[config.mk]
export PLATFORM = sky130hd
export DESIGN_NAME = keypad_entry_ctrl
export DESIGN_NICKNAME = d
export VERILOG_FILES = /design/src/rtl/keypad_entry_ctrl.sv
export SDC_FILE = /design/constraint.sdc
export NUM_CORES = 1
export LEC_CHECK = 0
export ABC_AREA = 0
export CORE_ASPECT_RATIO = 0.6
export CORE_MARGIN = 4
export CORE_UTILIZATION = 41
export CTS_BUF_LIST = sky130_fd_sc_hd__clkbuf_4 sky130_fd_sc_hd__clkbuf_8
export CTS_CLUSTER_DIAMETER = 80
export DETAILED_ROUTE_END_ITERATION = 12
export PLACE_DENSITY = 0.71
export SLEW_MARGIN = 10
export SYNTH_ARGS = -nofsm -noshare
export SYNTH_HDL_FRONTEND = slang
export SYNTH_SLANG_ARGS = --single-unit
[constraint.sdc]
create_clock -name clk -period 2.3 [get_ports clk]
set_clock_uncertainty 0.2 [all_clocks]
set_input_delay 0.46 -clock clk [delete_from_list [all_inputs] [get_ports clk]]
set_output_delay 0.46 -clock clk [all_outputs]
set_load 0.005 [all_outputs]
[src/rtl/keypad_entry_ctrl.sv]
// Microwave keypad entry: debounces the highest-priority digit key and shifts
// each accepted digit into a 3-digit M:SS cook-time register.
module keypad_entry_ctrl #(
  parameter int DEBOUNCE_CYCLES = 4
) (
  input  logic       clk,
  input  logic       reset,
  input  logic [9:0] keys,
  input  logic       enable,
  input  logic       clear,
  output logic [3:0] min_ones,
  output logic [3:0] sec_tens,
  output logic [3:0] sec_ones,
  output logic [3:0] digit_code,
  output logic       loadn,
  output logic [1:0] digit_count,
  output logic       busy
);

  localparam int CW = $clog2(DEBOUNCE_CYCLES) + 1;
  localparam logic [CW-1:0] CNT_LAST = CW'(DEBOUNCE_CYCLES - 1);

  typedef enum logic [1:0] {IDLE, DEBOUNCE, ACCEPT, WAIT_RELEASE} state_t;

  state_t        state;
  logic [CW-1:0] cnt;
  logic [3:0]    cand;
  logic [3:0]    code;
  logic          has_key;

  // Ascending scan so the highest set bit wins.
  always_comb begin
    code = 4'd0;
    for (int i = 0; i < 10; i++) begin
      if (keys[i]) code = 4'(i);
    end
    has_key = |keys;
  end

  always_ff @(posedge clk or posedge reset) begin
    if (reset) begin
      state       <= IDLE;
      cnt         <= '0;
      cand        <= 4'd0;
      min_ones    <= 4'd0;
      sec_tens    <= 4'd0;
      sec_ones    <= 4'd0;
      digit_code  <= 4'd0;
      digit_count <= 2'd0;
      loadn       <= 1'b1;
      busy        <= 1'b0;
    end else if (clear) begin
      state       <= IDLE;
      cnt         <= '0;
      min_ones    <= 4'd0;
      sec_tens    <= 4'd0;
      sec_ones    <= 4'd0;
      digit_code  <= 4'd0;
      digit_count <= 2'd0;
      loadn       <= 1'b1;
      busy        <= 1'b0;
    end else begin
      loadn <= 1'b1;
      case (state)
        IDLE: begin
          if (enable && has_key) begin
            cand  <= code;
            cnt   <= '0;
            state <= DEBOUNCE;
            busy  <= 1'b1;
          end
        end
        DEBOUNCE: begin
          if (!enable || !has_key || code != cand) begin
            state <= IDLE;
            busy  <= 1'b0;
          end else if (cnt == CNT_LAST) begin
            // loadn is registered, so it drops on entry to ACCEPT.
            state <= ACCEPT;
            loadn <= 1'b0;
          end else begin
            cnt <= cnt + CW'(1);
          end
        end
        ACCEPT: begin
          min_ones   <= sec_tens;
          sec_tens   <= sec_ones;
          sec_ones   <= cand;
          digit_code <= cand;
          if (digit_count != 2'd3) digit_count <= digit_count + 2'd1;
          cnt   <= '0;
          state <= WAIT_RELEASE;
        end
        WAIT_RELEASE: begin
          if (has_key) begin
            cnt <= '0;
          end else if (cnt == CNT_LAST) begin
            state <= IDLE;
            busy  <= 1'b0;
          end else begin
            cnt <= cnt + CW'(1);
          end
        end
        default: begin
          state <= IDLE;
          busy  <= 1'b0;
        end
      endcase
    end
  end

endmodule

==> results of run 1 <==
layer usage:
metal	vias up	wire length, microns	track usage
met2	34	1850	0.323
li1	623	-	-
met5	-	0	0
met3	7	192	0.0415
met4	0	48	0.0421
met1	648	1590	0.237
flip-flops by register name (all words and copies together) (netlist names), 2 cells and up:
signal / cells
digit_code: 4
state: 2
sec_tens: 4
digit_count: 2
cnt: 3
cand: 4
min_ones: 4
layout make-up:
class,count,area share
sequential,25,0.324
clock buffer,3,0.0214
multi-input combinational,114,0.370
inverter,5,0.00971
timing repair buffer,51,0.244
clock inverter,1,0.00388
tap,42,0.0272
cells by family after synthesis:
| family | share of synthesized area |
|---|---|
| buffers and inverters | 0.0511 |
| and+or+nand+nor | 0.260 |
| DFF | 0.474 |
| xor gates and xnor gates | 0.00663 |
| adders and majority gates | 0.0189 |
| AOI/OAI and AO/OA | 0.188 |
cell usage in the layout (no fill, tap or decap), types with 2 or more instances in the layout:
master | synthesis | final
sky130_fd_sc_hd__nor3_1 | 4 | 3
sky130_fd_sc_hd__nor2_1 | 12 | 11
sky130_fd_sc_hd__dfrtp_1 | 24 | 24
sky130_fd_sc_hd__dlygate4sd2_1 | 0 | 6
sky130_fd_sc_hd__nor2b_1 | 3 | 3
sky130_fd_sc_hd__nor3b_1 | 3 | 2
sky130_fd_sc_hd__ha_1 | 2 | 2
sky130_fd_sc_hd__nand2b_1 | 3 | 3
sky130_fd_sc_hd__a21oi_1 | 17 | 17
sky130_fd_sc_hd__buf_4 | 4 | 17
sky130_fd_sc_hd__clkbuf_8 | 0 | 3
sky130_fd_sc_hd__nand2_1 | 35 | 35
sky130_fd_sc_hd__inv_1 | 5 | 5
sky130_fd_sc_hd__a32o_1 | 2 | 2
sky130_fd_sc_hd__clkdlybuf4s50_1 | 0 | 23
sky130_fd_sc_hd__dlymetal6s2s_1 | 0 | 4
sky130_fd_sc_hd__o21ai_0 | 9 | 7
power by group:
group	switching, mW	internal (mW)
sequential	0.0190	0.453
combinational	0.0767	0.0750
clock	0.151	0.123
total	0.246	0.651
worst register-to-register path, stage by stage, from the launching register on:
cell and delay [ns]:
sky130_fd_sc_hd__dfrtp_1 0.43, sky130_fd_sc_hd__nand4bb_1 0.19, sky130_fd_sc_hd__o32ai_4 0.34, sky130_fd_sc_hd__nor3b_4 0.08
sky130_fd_sc_hd__a211oi_4 0.26, sky130_fd_sc_hd__and3_4 0.25, sky130_fd_sc_hd__a22o_2 0.14
how the worst max path moves through the flow:
stage / end / cells past startpoint / slack (ns)
after floorplan: cnt[1] / 6 / 0.16
after global placement: cnt[0] / 9 / -0.43
after detailed placement: cnt[1] / 7 / -0.50
after CTS: state[0] / 9 / 0.01
after global routing: cnt[1] / 7 / 0.02
final: cnt[1] / 7 / 0.09
per-stage QoR:
step,setup slack (ns),hold WS (ns),instances,area [sq um]
after floorplan,0.161,0.270,153,1320
after global placement,-0.429,0.280,237,1790
after detailed placement,-0.502,0.298,237,1790
after CTS,0.0103,0.319,242,1910
after global routing,0.0235,0.358,241,1930
final,0.0912,0.324,241,1930
what timing repair did:
action,4_1_cts,5_1_grt
pin swaps,8,10
resized for setup,22,6
endpoints found under the setup margin,7,7
cloned,0,0
setup buffers,1,0
==> flow_summary.yaml, run 1 <==
outcome:
  status: "completed"
drt:
  pre_repair_dr_iteration_count: 4
  remaining_drc_errors: 0
  initialDrtViolationCount: 37
  drt-wirelength-per-cell_microns: 15.3
  avgViaCountPerCell: 5.44
  routed-via-count: 1312
  routed_wirelength_microns: 3680
  ant_nets: 0
yosys:
  synth.distinct_cells: 37
  sequential_element_share_of_the_synthesized_area: 0.474
  post_synth_main_area_contributors: "sky130_fd_sc_hd__dfrtp_1 (45%), sky130_fd_sc_hd__nand2_1 (9.9%), sky130_fd_sc_hd__a21oi_1 (6.4%)"
  synth_nets: 169
  ys_async_sr_fraction: 1.00
  synthesis.area_sq_um: 1320
  synth_edf_count: 0
  yosys_warnings: 0
  ys_ff_latch: 25
  netlist_instances: 153
  synth_largest_type_area_fraction: 0.455
  avgSynthCellArea_sq_um: 8.64
  yosys_most_used_dff: "sky130_fd_sc_hd__dfrtp_1"
  yosys.cell_count.top_type: "sky130_fd_sc_hd__nand2_1"
  synth_top_cells_by_count: "sky130_fd_sc_hd__nand2_1 (35), sky130_fd_sc_hd__dfrtp_1 (24), sky130_fd_sc_hd__a21oi_1 (17), sky130_fd_sc_hd__nor2_1 (12), sky130_fd_sc_hd__o21ai_0 (9)"
  synth_top_cell_by_area: "sky130_fd_sc_hd__dfrtp_1"
critical_path:
  path_max_fanout: 4
  arrival_ns: 2.18
  ff2ff_setup_slack_ns: 0.35
  worstReg2RegEnd: "state[0]"
  timing.critical_path.cells: "clkdlybuf4s50_1 -> nor4_2 -> and4b_1 -> nor3_2 -> a211oi_4 -> or2_4 -> a32o_1"
  critPathLaunchType: "input port"
  crit_required_ns: 2.27
  worstSetupPathType: "input port to flop"
  timing.critical_path.to_type: "flop"
  cpLargestDelayFamily: "simple AND/OR/NAND/NOR gates"
  setup.worst_path.start: "keys[0]"
  r2r.worst_path.cells: 6
  timing.rr.start: "cand[1]"
  timing.critical_path.slowest_cell_delay_ns: 0.41
  slowest_stage: "sky130_fd_sc_hd__clkdlybuf4s50_1"
  cp.buffers_inverters: 1
finish:
  finish.net_count: 216
  n_antenna_cell: 0
  layout.core_utilization: 0.648
  multi_input_comb_area_sq_um: 714
  n_fill_cell: 241
  regArea_sq_um: 627
  drive_above_1_share: 0.191
  syn_to_final_growth_pct: 46.3
sta:
  setup_total_negative_slack_ns: 0
  fmaxAchievable_mhz: 453
  fin_crit_sh: 0.960
  worst_slew_pin_slew_ns: 0.447
  rsz0062_at_grt: "false"
  max-slew-margin-rel: 0.701
  finalSetupViolations: 0
  timing.final.hold_violations: 0
  maxSlewViolCount: 0
  timing.final.crit_period_ns: 2.21
global_routing:
  track_usage: 0.186
  maximum_number_of_pins_on_one_net_before_global_route_repair: 26
  grt_first_pass_wirelength_microns: 5980
  grt_antenna_before_repair: 0
  number_of_global_route_vias_before_repair: 1276
  gr-total-overflow: 0
pwr:
  irDropWorstVdd_v: 0.000239
  power_per_cell_area_nw_per_um2: 464
  leakagePower_nw: 0.833
  fin_total_pwr_mw: 0.898
worst_hold_path:
  hold_path_class: "input port to asynchronous set/reset pin"
place:
  io_buffers: 33
  dpl.hpwl_microns: 2690
  gp_routability_congestion: 0.864
clock_tree:
  cts-root-buf: "sky130_fd_sc_hd__clkbuf_8"
  tritoncts_clock_tree: "done"
  clkLatencyLatePin_ns: 0.28
  cts_htree_levels: 1
  numCtsBuffers: 3
  clkSlewWorstSetupHoldPaths_ns: 0.09
  clock_sinks: 25
  cts.path.max_buffers: 2
  holdBufCountCts: 0
run:
  maxCapViolations: 0
floorplan:
  design.core.area_sq_um: 2980
  dieArea_sq_um: 4220
  die_h_microns: 52.0
  floorplan.initialDensity: 0.443
  rows: 15
  ports: 34
  die_w_microns: 81.3
Note: power is estimated with default switching activity, not from simulation.
==> run 2, diff against run 1 <==
Settings changed: SKIP_LAST_GASP from default to 1.
Clock period 2.3 ns to 2.8 ns, I/O delays scaled along.
==> run 2 against run 1 <==
Sequential power fell by 18%. Via count down 5.0%. Global-route usage decreased by 0.19 points. Worst hold slack got worse by 0.00091 ns. Clock power fell by 21%. Largest cell class unchanged.
==> flow_summary.yaml, run 2 (synthesized netlist as in run 1, its figures left out) <==
clock_tree:
  cts_resized: 0
  clkSlewWorstSetupHoldPaths_ns: 0.09
  numCtsBuffers: 3
  cts_htree_levels: 1
  cts-root-buf: "sky130_fd_sc_hd__clkbuf_8"
  cts.path.max_buffers: 2
  holdBufCountCts: 0
  cts_setup_buffers: 0
  tritoncts_clock_tree: "done"
  clkLatencyLatePin_ns: 0.27
  clock_sinks: 25
place:
  io_buffers: 33
  placed_area_sq_um: 1720
  gp_routability_congestion: 0.912
  numPlacedInstances: 228
  dpl.hpwl_microns: 2730
finish:
  total_non_filler_cell_area_in_the_finished_layout_sq_um: 1780
  syn_to_final_growth_pct: 34.8
  mostFrequentLayoutCells: "sky130_fd_sc_hd__nand2_1 (35), sky130_fd_sc_hd__clkdlybuf4s50_1 (33), sky130_fd_sc_hd__dfrtp_1 (24)"
  layoutNonFillerInstCount: 232
  finish.net_count: 207
  layout_commonest_cell: "sky130_fd_sc_hd__nand2_1"
  drive_above_1_share: 0.116
  n_antenna_cell: 0
drt:
  ant_nets: 0
  routed-wl-met3_microns: 172
  wl_met1_microns: 1560
  met2_wirelength_microns: 1670
  initialDrtViolationCount: 94
  drt-wirelength-per-cell_microns: 14.8
  avgViaCountPerCell: 5.38
  routed.top_layer: "met4"
  routed-via-count: 1247
  routed_wirelength_microns: 3430
  remaining_drc_errors: 0
  pre_repair_dr_iteration_count: 4
critical_path:
  arrival_ns: 2.57
  critPathLaunchType: "input port"
  timing.rr.start: "cand[1]"
  ff2ff_setup_slack_ns: 0.79
  crit_required_ns: 2.76
  worstReg2RegEnd: "cnt[1]"
  worstSetupPathType: "input port to flop"
  setup.worst_path.start: "keys[8]"
  path_max_fanout: 5
  r2r.worst_path.cells: 6
  critPathCapture: "cnt[0]"
  timing.critical_path.to_type: "flop"
global_routing:
  grt_antenna_before_repair: 0
  gr-total-overflow: 0
  maximum_number_of_pins_on_one_net_before_global_route_repair: 26
  grt_first_pass_wirelength_microns: 5940
  track_usage: 0.184
  number_of_global_route_vias_before_repair: 1246
sta:
  max-slew-margin-rel: 0.471
  worst_slew_pin_slew_ns: 0.792
  rsz0062_at_grt: "false"
  timing.final.hold_violations: 0
  fmaxAchievable_mhz: 383
  timing.final.crit_period_ns: 2.61
  maxSlewViolCount: 0
  setup_total_negative_slack_ns: 0
  finalSetupViolations: 0
  fin_crit_sh: 0.932
run:
  maxCapViolations: 0
pwr:
  irDropWorstVdd_v: 0.000185
  leakagePower_nw: 0.730
  power_per_cell_area_nw_per_um2: 395
floorplan:
  die_h_microns: 52.0
  design.core.area_sq_um: 2980
  rows: 15
  floorplan.initialDensity: 0.443
  dieArea_sq_um: 4220
  die_w_microns: 81.3
  ports: 34
outcome:
  status: "completed"
worst_hold_path:
  hold_path_class: "flop to flop"
run 2: cell count changes in the layout (fill, tap and decap cells not counted), sizes merged:
| cell | before | now |
|---|---|---|
| clkdlybuf4s50 | 23 | 33 |
| dlygate4sd2 | 6 | 0 |
| buf | 18 | 9 |
| dlymetal6s2s | 4 | 0 |
run 2: worst max-delay path, cell delays in order:
cell	delay (ns)
sky130_fd_sc_hd__clkdlybuf4s50_1	0.55
sky130_fd_sc_hd__inv_1	0.06
sky130_fd_sc_hd__a211o_1	0.32
sky130_fd_sc_hd__or3_1	0.36
sky130_fd_sc_hd__a211oi_2	0.31
sky130_fd_sc_hd__o21ai_0	0.18
sky130_fd_sc_hd__a32o_1	0.23
run 2: how the worst min path moves through the flow:
| stage | from | end | slack, ns | cells past startpoint |
|---|---|---|---|---|
| after global routing | cnt[1] | cnt[1] | 0.34 | 1 |
| after detailed placement | cnt[1] | cnt[1] | 0.30 | 1 |
| after CTS | cnt[1] | cnt[1] | 0.32 | 1 |
| final | min_ones[3] | min_ones[3] | 0.32 | 2 |
| after global placement | cnt[1] | cnt[1] | 0.28 | 1 |
| after floorplan | cnt[1] | cnt[1] | 0.27 | 1 |
run 2: power breakdown:
part	switching (mW)	internal, mW	leakage [nW]
Sequential	0.0154	0.372	0.338
Combinational	0.0497	0.0496	0.370
Clock	0.115	0.101	0.0217
run 2: area by class of cell:
cell class                 instances  area (sq um)
timing repair buffer              42           398
clock inverter                     1          7.51
fill                             243          1200
sequential                        25           627
tap                               42          52.6
clock buffer                       3          41.3
inverter                           5          18.8
multi-input combinational        114           636
run 2: through the flow:
| step | total power [mW] | hold slack [ns] | setup slack [ns] | utilization |
|---|---|---|---|---|
| 2_1_floorplan | 0.440 | 0.270 | 0.561 | - |
| 3_3_place_gp | 0.488 | 0.281 | -0.0431 | 0.577 |
| 3_5_place_dp | 0.492 | 0.303 | -0.135 | 0.577 |
| 4_1_cts | 0.713 | 0.323 | 0.140 | 0.594 |
| 5_1_grt | 0.745 | 0.338 | 0.0610 | 0.597 |
| 6_report | 0.703 | 0.323 | 0.190 | 0.597 |
run 2: metal layers:
metal  track usage  up-vias
met5             0        -
met4        0.0421        0
met3        0.0381        4
met2         0.315       37
met1         0.240      601
li1              -      605
==> run 3, diff against run 2 <==
Settings changed: ABC_AREA 0 to default.
==> results of run 3 <==
The final DEF is identical to that of run 2; final timing and power are the same.
